### config.mk
export PLATFORM = sky130hd
export DESIGN_NAME = mem_arbiter
export DESIGN_NICKNAME = d
export VERILOG_FILES = /design/src/rtl/mem_arbiter.sv
export SDC_FILE = /design/constraint.sdc
export NUM_CORES = 1
export LEC_CHECK = 0
export ABC_AREA = 1
export BUFFER_PORTS_ARGS = -buffer_cell sky130_fd_sc_hd__buf_2
export CAP_MARGIN = 0
export CORE_MARGIN = 2
export CORE_UTILIZATION = 43
export CTS_BUF_LIST = sky130_fd_sc_hd__clkbuf_4 sky130_fd_sc_hd__clkbuf_8
export CTS_CLUSTER_SIZE = 30
export DETAILED_ROUTE_END_ITERATION = 16
export PLACE_DENSITY = 0.75
export SYNTH_ARGS = -nofsm -noshare
export SYNTH_HDL_FRONTEND = slang
export SYNTH_SLANG_ARGS = --single-unit
### constraint.sdc
create_clock -name clk -period 3.5 [get_ports clk]
set_clock_uncertainty 0.15 [all_clocks]
set_input_delay 0 -clock clk [delete_from_list [all_inputs] [get_ports clk]]
set_output_delay 0 -clock clk [all_outputs]
set_load 0.02 [all_outputs]
### src/rtl/mem_arbiter.sv
// mem_arbiter: shares one memory bus between instruction fetch and data access.
// Data accesses take strict priority over fetches. Every bus access is bounded
// by a TIMEOUT-cycle watchdog that aborts it and flags bus_err.
// Ports:
//   clk, rst                 clock, synchronous active-high reset
//   stall[5:0], flush        pipeline stall vector (bit 1 holds IF/ID), flush
//   if_ce, if_addr           fetch request / address
//   if_inst, if_stallreq     fetched instruction, fetch-pending stall request
//   mem_ce, mem_we, mem_addr, mem_wdata, mem_sel   data access request
//   mem_rdata, mem_stallreq  load data, data-pending stall request
//   bus_req, bus_we, bus_addr, bus_wdata, bus_sel  shared bus request
//   bus_ack, bus_rdata       bus completion and read data
//   bus_err                  one-cycle pulse when an access times out
module mem_arbiter #(
    parameter int unsigned TIMEOUT = 255
) (
    input  logic        clk,
    input  logic        rst,
    input  logic [5:0]  stall,
    input  logic        flush,
    input  logic        if_ce,
    input  logic [31:0] if_addr,
    output logic [31:0] if_inst,
    output logic        if_stallreq,
    input  logic        mem_ce,
    input  logic        mem_we,
    input  logic [31:0] mem_addr,
    input  logic [31:0] mem_wdata,
    input  logic [3:0]  mem_sel,
    output logic [31:0] mem_rdata,
    output logic        mem_stallreq,
    output logic        bus_req,
    output logic        bus_we,
    output logic [31:0] bus_addr,
    output logic [31:0] bus_wdata,
    output logic [3:0]  bus_sel,
    input  logic        bus_ack,
    input  logic [31:0] bus_rdata,
    output logic        bus_err
);

    localparam int unsigned CNT_W = (TIMEOUT < 1) ? 1 : $clog2(TIMEOUT + 1);

    typedef enum logic [2:0] {
        IDLE       = 3'd0,
        IF_BUSY    = 3'd1,
        IF_DONE    = 3'd2,
        MEM_BUSY   = 3'd3,
        MEM_DONE   = 3'd4,
        FLUSH_WAIT = 3'd5
    } state_t;

    state_t             state, state_d;
    logic [CNT_W-1:0]   cnt, cnt_d;
    logic               bus_req_d, bus_we_d, bus_err_d;
    logic [31:0]        bus_addr_d, bus_wdata_d, if_inst_d, mem_rdata_d;
    logic [3:0]         bus_sel_d;
    logic               timeout, done;
    logic [31:0]        rdata;

    // Only stall[1] (IF/ID hold) matters here.
    logic unused_stall;
    assign unused_stall = ^{stall[5:2], stall[0]};

    // An access ends on ack or watchdog expiry; an expired access reads as zero.
    assign timeout = (cnt == CNT_W'(TIMEOUT));
    assign done    = bus_ack | timeout;
    assign rdata   = bus_ack ? bus_rdata : 32'h0;

    // Stall requests are combinational so the pipeline freezes in the same cycle.
    assign mem_stallreq = mem_ce && (state != MEM_DONE);
    assign if_stallreq  = (if_ce && (state != IF_DONE)) || (state == FLUSH_WAIT);

    // State and output registers.
    always_ff @(posedge clk) begin
        if (rst) begin
            state     <= IDLE;
            cnt       <= '0;
            bus_req   <= 1'b0;
            bus_we    <= 1'b0;
            bus_err   <= 1'b0;
            bus_addr  <= 32'h0;
            bus_wdata <= 32'h0;
            bus_sel   <= 4'h0;
            if_inst   <= 32'h0;
            mem_rdata <= 32'h0;
        end else begin
            state     <= state_d;
            cnt       <= cnt_d;
            bus_req   <= bus_req_d;
            bus_we    <= bus_we_d;
            bus_err   <= bus_err_d;
            bus_addr  <= bus_addr_d;
            bus_wdata <= bus_wdata_d;
            bus_sel   <= bus_sel_d;
            if_inst   <= if_inst_d;
            mem_rdata <= mem_rdata_d;
        end
    end

    // Next-state and next-output logic.
    always_comb begin
        state_d     = state;
        cnt_d       = cnt;
        bus_req_d   = bus_req;
        bus_we_d    = bus_we;
        bus_err_d   = 1'b0;
        bus_addr_d  = bus_addr;
        bus_wdata_d = bus_wdata;
        bus_sel_d   = bus_sel;
        if_inst_d   = if_inst;
        mem_rdata_d = mem_rdata;

        case (state)
            IDLE: begin
                if (mem_ce) begin
                    bus_req_d   = 1'b1;
                    bus_we_d    = mem_we;
                    bus_addr_d  = mem_addr;
                    bus_wdata_d = mem_wdata;
                    bus_sel_d   = mem_sel;
                    cnt_d       = '0;
                    state_d     = MEM_BUSY;
                end else if (if_ce && !flush) begin
                    bus_req_d   = 1'b1;
                    bus_we_d    = 1'b0;
                    bus_addr_d  = if_addr;
                    bus_wdata_d = 32'h0;
                    bus_sel_d   = 4'hF;
                    cnt_d       = '0;
                    state_d     = IF_BUSY;
                end
            end

            // A committed data access ignores flush.
            MEM_BUSY: begin
                if (done) begin
                    bus_req_d   = 1'b0;
                    bus_err_d   = !bus_ack;
                    mem_rdata_d = rdata;
                    state_d     = MEM_DONE;
                end else begin
                    cnt_d = cnt + CNT_W'(1);
                end
            end

            MEM_DONE: state_d = IDLE;

            // A flush arriving with the completion discards the instruction.
            IF_BUSY: begin
                if (done) begin
                    bus_req_d = 1'b0;
                    bus_err_d = !bus_ack;
                    if (flush) begin
                        state_d = IDLE;
                    end else begin
                        if_inst_d = rdata;
                        state_d   = IF_DONE;
                    end
                end else if (flush) begin
                    cnt_d   = '0;
                    state_d = FLUSH_WAIT;
                end else begin
                    cnt_d = cnt + CNT_W'(1);
                end
            end

            IF_DONE: begin
                if (!stall[1] || flush) state_d = IDLE;
            end

            // Let the outstanding fetch finish on the bus, then drop its data.
            FLUSH_WAIT: begin
                if (done) begin
                    bus_req_d = 1'b0;
                    bus_err_d = !bus_ack;
                    state_d   = IDLE;
                end else begin
                    cnt_d = cnt + CNT_W'(1);
                end
            end

            default: state_d = IDLE;
        endcase
    end

endmodule

==> results of run 1 <==
synthesized netlist by cell type (3+ instances only):
library cell | count | area, sq um
inv_1 | 46 | 173
clkbuf_1 | 26 | 97.6
nand4_1 | 5 | 31.3
dfxtp_1 | 146 | 2920
nor2_1 | 10 | 37.5
nand3_1 | 15 | 75.1
buf_4 | 5 | 37.5
a21oi_1 | 107 | 536
buf_6 | 6 | 67.6
nand2_2 | 7 | 43.8
a31oi_1 | 32 | 200
o21ai_0 | 34 | 170
nand2_4 | 3 | 33.8
buf_2 | 11 | 55.1
nand2_1 | 337 | 1260
inv_2 | 10 | 37.5
o221a_2 | 4 | 45.0
flip-flops by register name, indices dropped and copies added (netlist names):
| name | flops |
|---|---|
| bus_we | 1 |
| bus_addr | 32 |
| bus_err | 1 |
| mem_rdata | 32 |
| bus_wdata | 32 |
| bus_req | 1 |
| bus_sel | 4 |
| cnt | 8 |
| if_inst | 32 |
| state | 3 |
cells by family after synthesis:
| logic type | after synthesis | share of synthesized area, % |
|---|---|---|
| and+or+nand+nor | 384 | 25.8 |
| AOI/OAI and AO/OA | 181 | 16.6 |
| DFF | 146 | 49.1 |
| buffers and inverters | 108 | 8.20 |
| xor gates and xnor gates | 1 | 0.147 |
| adders and majority gates | 1 | 0.210 |
per-stage QoR:
stage          worst slack [ns]  instance area [sq um]  cells
5_1_grt                   0.546                   9200   1406
3_5_place_dp               1.27                   7320   1226
4_1_cts                   0.872                   9200   1406
2_1_floorplan              1.89                   5950    821
3_3_place_gp               1.29                   7320   1226
6_report                  0.738                   9200   1406
tightest hold or removal path, delay by kind of cell:
kind / cells / cell delay [ns]
compound gates: 1 / 0.05
buf+inv: 2 / 0.65
simple gates: 1 / 0.05
per-layer routing:
| metal | share of wire (%) | wire, um | up-vias | track usage (%) |
|---|---|---|---|---|
| met5 | 0 | 0 | - | 0 |
| met4 | 3.7 | 782 | 0 | 13.9 |
| met3 | 7.3 | 1560 | 60 | 8.19 |
| met2 | 50 | 10600 | 301 | 49.9 |
| met1 | 39 | 8410 | 3240 | 29.4 |
| li1 | - | - | 3419 | - |
layout by cell type, fill, tap and decap left out, types with 5 or more instances in the layout:
master	n
a31oi_1	32
dlygate4sd3_1	149
a21oi_1	107
o21ai_0	34
dfxtp_1	146
buf_2	275
buf_4	5
inv_1	46
nor2_1	10
nand2_2	7
nand4_1	5
nand2_1	337
inv_2	10
clkbuf_8	21
nand3_1	15
worst max-delay path by stage:
| stage | from | endpoint | slack, ns | cells past startpoint |
|---|---|---|---|---|
| after CTS | state[0] | bus_addr[19] | 0.87 | 8 |
| final | state[0] | bus_addr[29] | 0.74 | 8 |
| after detailed placement | mem_ce | bus_sel[1] | 1.27 | 6 |
| after global placement | mem_ce | bus_sel[0] | 1.29 | 6 |
| after floorplan | cnt[0] | mem_rdata[10] | 1.89 | 9 |
| after global routing | state[0] | bus_addr[4] | 0.55 | 8 |
power by group through the flow:
stage	clock [uW]	combinational (uW)	sequential, uW
3_3_place_gp	0	1260	2000
2_1_floorplan	0	646	2250
3_5_place_dp	0	1270	2010
5_1_grt	1370	1660	2000
6_report	1280	1540	1980
4_1_cts	1310	1500	1970
timing repair:
action                                 CTS  global route
gates resized for setup                  0             0
hold buffers                           149             0
endpoints found under the hold margin  145             0
area by class of cell:
type | count | area share, %
clock inverter | 7 | 0.816
inverter | 57 | 2.35
tap | 176 | 2.39
sequential | 146 | 31.8
multi-input combinational | 567 | 27.7
clock buffer | 24 | 3.39
timing repair buffer | 429 | 31.6
==> results.json, run 1 <==
{
  "status": "completed",
  "drt_drc_violations_left": 0,
  "worst_r2r_endpoint": "bus_addr[29]",
  "finalPower_uw": 4810,
  "core_area_sq_um": 13400,
  "path_class": "register to register",
  "final.setup.tns_ns": 0,
  "die_y_um": 122,
  "cts.path.max_buffers": 2,
  "clk-insertion-delay-late_ns": 0.44,
  "area_growth_pct": 54.4,
  "max_cap_violations": 0,
  "clock_power_share_pct": 26.7,
  "synthesis.yosys.warnings": 0,
  "synthFlopType": "dfxtp_1",
  "core.rowCount": 42,
  "postRouteWirelength_um": 21400,
  "cts_tree": "done",
  "final_min_period_over_clock_period_pct": 78.9,
  "avgSynthCellArea_sq_um": 7.25,
  "final_period_minus_worst_setup_slack_ns": 2.76,
  "cp_slowest_stage_delay_ns": 0.57,
  "power.switching_fraction_pct": 35.2,
  "grt_first_pass_wirelength_um": 32600,
  "worst_path_dominant_cell_family": "buffers and inverters",
  "syn_inst": 821,
  "netlist-cell-type-count": 30,
  "post_drt_via_cell_ratio": 4.99,
  "number_of_storage_elements_in_the_synthesis_netlist": 146,
  "holdCritPathClass": "primary input to register",
  "grt.overflow.total": 0,
  "finish.net_count": 1364,
  "cts-root-buf": "clkbuf_8",
  "route.detailed.wl_per_inst_um": 15.2,
  "synthesis.area_sq_um": 5950,
  "synth.net_count": 967,
  "worst_hold_slack_ns": 0.200,
  "cellPowerDensity_nw_per_um2": 523,
  "rsz_0062_raised_after_global_routing": "false",
  "grt_usage_pct": 27.7,
  "endpoint_kind_of_the_worst_setup_timing_path": "register",
  "drt_iter0_markers": 517,
  "setup_viol_count_final": 0,
  "post_cts_clock_slew_at_the_launch_and_capture_registers_of_the_worst_setup_and_hold_paths_ns": 0.08,
  "port-buffer-count": 276,
  "final_util_pct": 68.6,
  "slew_viol_final": 0,
  "ff2ff_setup_slack_ns": 0.74,
  "grt_antenna_before_repair": 0,
  "p_switching_uw": 1690,
  "worst-path-max-fanout": 68,
  "worstSetupStartpointType": "register",
  "reg2reg_depth": 8,
  "drtPass1Iterations": 5,
  "post_synth_edffs": 0,
  "max_transition_margin_pct": 23.4,
  "synth-seq-area-share_pct": 49.1,
  "cpMaxStageDelayCell": "dlygate4sd3_1",
  "total_of_fill_cells_in_the_finished_design": 1041,
  "cts_buffers": 17,
  "postCtsSetupBuffers": 0,
  "dr_total_vias": 7020,
  "report.final.hold_viol_count": 0,
  "min-delay-start": "mem_wdata[8]",
  "internal_pwr_total_uw": 3120,
  "share_of_async_settable_or_async_resettable_flops_after_synthesis_pct": 0,
  "weighted_congestion_at_the_end_of_routability_driven_global_placement": 0.837,
  "worstPathArrival_ns": 3.01,
  "p_seq_share_pct": 41.2,
  "power.ir.vdd_worst_mv": 0.225,
  "multiInputGateArea_sq_um": 2540,
  "antenna_left": 0,
  "maxClockFrequency_mhz": 362,
  "seq_area_sq_um": 2920,
  "design.portCount": 282,
  "grt_pass1_vias": 6896,
  "die-area_sq_um": 14800,
  "critical_path_buf_inv_count": 3,
  "worstReg2RegStart": "state[0]",
  "grt_start_max_net_pins": 109,
  "hold_path_stages": 4,
  "critPathRequiredTime_ns": 3.74,
  "initial_utilization_pct": 44.4,
  "min_delay_worst_endpoint": "bus_wdata[8]",
  "tightest_slew_ns": 1.15,
  "clock_sink_count": 146,
  "drive_above_1_share_pct": 27.9,
  "die_w_um": 122,
  "crit_chain": "nor2_2 > nand2_2 > inv_2 > nand2_4 > inv_4 > o21ai_0 > a31oi_1 > dlygate4sd3_1",
  "post-dp-hpwl_um": 11600,
  "power.leakage_uw": 0.00445,
  "antennaDiodeCount": 0,
  "comb_power_share_pct": 32.1,
  "cts-htree-levels": 4
}
No activity file was read; power rests on OpenSTA's default activity.
==> inputs of run 2 (changes only) <==
==> constraint.sdc (replaced) <==
create_clock -name clk -period 2.6 [get_ports clk]
set_clock_uncertainty 0.15 [all_clocks]
set_input_delay 0 -clock clk [delete_from_list [all_inputs] [get_ports clk]]
set_output_delay 0 -clock clk [all_outputs]
set_load 0.02 [all_outputs]
==> run 2 against run 1 <==
Net effect:
- hold slack improved by 0.019 ns
- highest routed layer unchanged
- register-to-register slack worse by 0.58 ns
- sequential cell count stayed put
- wire length is 9.5% higher
- sequential share of layout area down 1.8 points
- non-clock buffer count rose by 47
- critical path depth rose by 2
- power rose by 42%
- setup slack worse by 0.58 ns
- via count grew 6.7%
==> results.json, run 2 (synthesized netlist as in run 1, its figures left out) <==
{
  "grt.overflow.total": 0,
  "power.ir.vdd_worst_mv": 0.419,
  "worstSetupStartpointType": "register",
  "cts_tree": "done",
  "cts-root-buf": "clkbuf_8",
  "critPathRequiredTime_ns": 2.85,
  "max_cap_violations": 0,
  "endpoint_kind_of_the_worst_setup_timing_path": "register",
  "cts.path.max_buffers": 2,
  "path_class": "register to register",
  "clock_power_share_pct": 27.6,
  "critPathCapture": "mem_rdata[24]",
  "dr_total_vias": 7488,
  "tightest_slew_ns": 0.476,
  "worst-path-max-fanout": 32,
  "final.setup.tns_ns": 0,
  "core_area_sq_um": 13400,
  "cts_buffers": 17,
  "multiInputGateArea_sq_um": 2560,
  "p_switching_uw": 2420,
  "initial_utilization_pct": 44.4,
  "seq_area_sq_um": 2920,
  "drtPass1Iterations": 7,
  "postCtsSetupBuffers": 0,
  "port-buffer-count": 276,
  "cellPowerDensity_nw_per_um2": 702,
  "internal_pwr_total_uw": 4410,
  "worst_hold_slack_ns": 0.219,
  "die_y_um": 122,
  "finish.net_count": 1411,
  "top_library_cells_by_usage_in_the_layout_fill_and_taps_aside": "337 x nand2_1, 275 x buf_2, 191 x dlygate4sd3_1",
  "grt_start_max_net_pins": 109,
  "setup.worst_path.start": "cnt[0]",
  "die_w_um": 122,
  "grt_usage_pct": 30.9,
  "power.switching_fraction_pct": 35.4,
  "setup_viol_count_final": 0,
  "grt_first_pass_wirelength_um": 35900,
  "post_layout_nonfiller_instances": 1457,
  "max_transition_margin_pct": 68.2,
  "mostFrequentLayoutCell": "nand2_1",
  "post_drt_via_cell_ratio": 5.14,
  "final_min_period_over_clock_period_pct": 93.8,
  "rsz_0062_raised_after_global_routing": "false",
  "report.final.hold_viol_count": 0,
  "antenna_left": 0,
  "reg2reg_depth": 10,
  "worstPathArrival_ns": 2.69,
  "clock_sink_count": 146,
  "die-area_sq_um": 14800,
  "core.rowCount": 42,
  "holdCritPathClass": "primary input to register",
  "grt_pass1_vias": 7348,
  "crit_chain": "ha_1 > nand3_1 > inv_2 > nand2_2 > nand2_2 > nand2_1 > buf_4 > nand2_1 > a21oi_1 > dlygate4sd3_1",
  "cpMaxStageDelayCell": "dlygate4sd3_1",
  "clk-insertion-delay-late_ns": 0.45,
  "weighted_congestion_at_the_end_of_routability_driven_global_placement": 0.838,
  "grt_antenna_before_repair": 1,
  "final_period_minus_worst_setup_slack_ns": 2.44,
  "worstReg2RegStart": "cnt[0]",
  "ff2ff_setup_slack_ns": 0.16,
  "post_cts_clock_slew_at_the_launch_and_capture_registers_of_the_worst_setup_and_hold_paths_ns": 0.08,
  "power.leakage_uw": 0.00476,
  "postRouteWirelength_um": 23400,
  "cp_slowest_stage_delay_ns": 0.56,
  "status": "completed",
  "maxClockFrequency_mhz": 410,
  "comb_power_share_pct": 33.2,
  "drive_above_1_share_pct": 27.4,
  "area_growth_pct": 63.4,
  "total_of_fill_cells_in_the_finished_design": 958,
  "slew_viol_final": 0,
  "design.portCount": 282,
  "worst_r2r_endpoint": "mem_rdata[24]",
  "drt_iter0_markers": 522,
  "route.detailed.wl_per_inst_um": 16.1,
  "cts-htree-levels": 4,
  "p_seq_share_pct": 39.2,
  "post-dp-hpwl_um": 11700,
  "dpl.cell_count": 1231,
  "drt_drc_violations_left": 0
}
## run 2: cell types whose count changed in the layout (fill, tap and decap cells not counted), moves of 2 or more
cell,delta
buf_4,+4
o21ai_0,-2
clkinv_2,+3
bufinv_16,+2
dlygate4sd3_1,+42
clkbuf_8,-2
clkbuf_4,-3
diode_2,+3
## run 2: timing repair
action                                 CTS  global route
resized for setup                        0             9
endpoints found under the hold margin  146             0
hold buffers                           191             0
setup endpoints to repair                0            33
## run 2: worst min path at each step
| stage | cells past startpoint | slack (ns) | startpoint | endpoint |
|---|---|---|---|---|
| 2_1_floorplan | 2 | -0.003 | mem_wdata[10] | bus_wdata[10] |
| 3_3_place_gp | 3 | 0.11 | mem_wdata[12] | bus_wdata[12] |
| 3_5_place_dp | 3 | 0.11 | mem_wdata[8] | bus_wdata[8] |
| 4_1_cts | 4 | 0.18 | if_addr[30] | bus_addr[30] |
| 5_1_grt | 4 | 0.21 | mem_addr[7] | bus_addr[7] |
| 6_report | 4 | 0.22 | if_addr[30] | bus_addr[30] |
## run 2: metal layers
layer  global-route usage, %  wire length (um)  vias up
met1                    32.0              8560     3449
met4                    19.0              1140        0
met2                    53.4             11600      413
met3                    11.0              2120      100
li1                        -                 -     3526
met5                       0                 0        -
## run 2: cell type report
class / count / share of cell area [%]
diodes: 3 / 0.0771
clock buffers: 19 / 2.69
clock inverters: 13 / 1.62
inverters: 57 / 2.37
multi-input cells: 567 / 26.3
flip-flops and latches: 146 / 30.0
well taps: 176 / 2.26
repair buffers: 476 / 34.7
## run 2: critical path, delay by kind of cell, from the launching register on
kind,cells,cell delay [ns]
adder cells (fa/ha/maj),1,0.27
buffers and inverters,3,0.95
AO/OA/AOI/OAI,1,0.14
AND/OR/NAND/NOR,5,0.53
flip-flops,1,0.35
## run 2: power by group through the flow
stage	Clock [uW]	Sequential [uW]	Combinational [uW]
global placement	0	2700	1690
floorplan	0	3020	869
finish	1890	2680	2270
global route	2020	2700	2440
CTS	1910	2650	2130
detailed placement	0	2700	1710
## run 2: stage by stage
stage	worst slack [ns]	cell area, sq um	utilization, %	power (uW)
6_report	0.160	9730	72.6	6840
5_1_grt	0.0112	9730	72.6	7160
4_1_cts	0.0270	9700	72.4	6690
3_5_place_dp	0.572	7370	55.0	4410
3_3_place_gp	0.630	7370	55.0	4390
2_1_floorplan	0.994	5950	-	3890
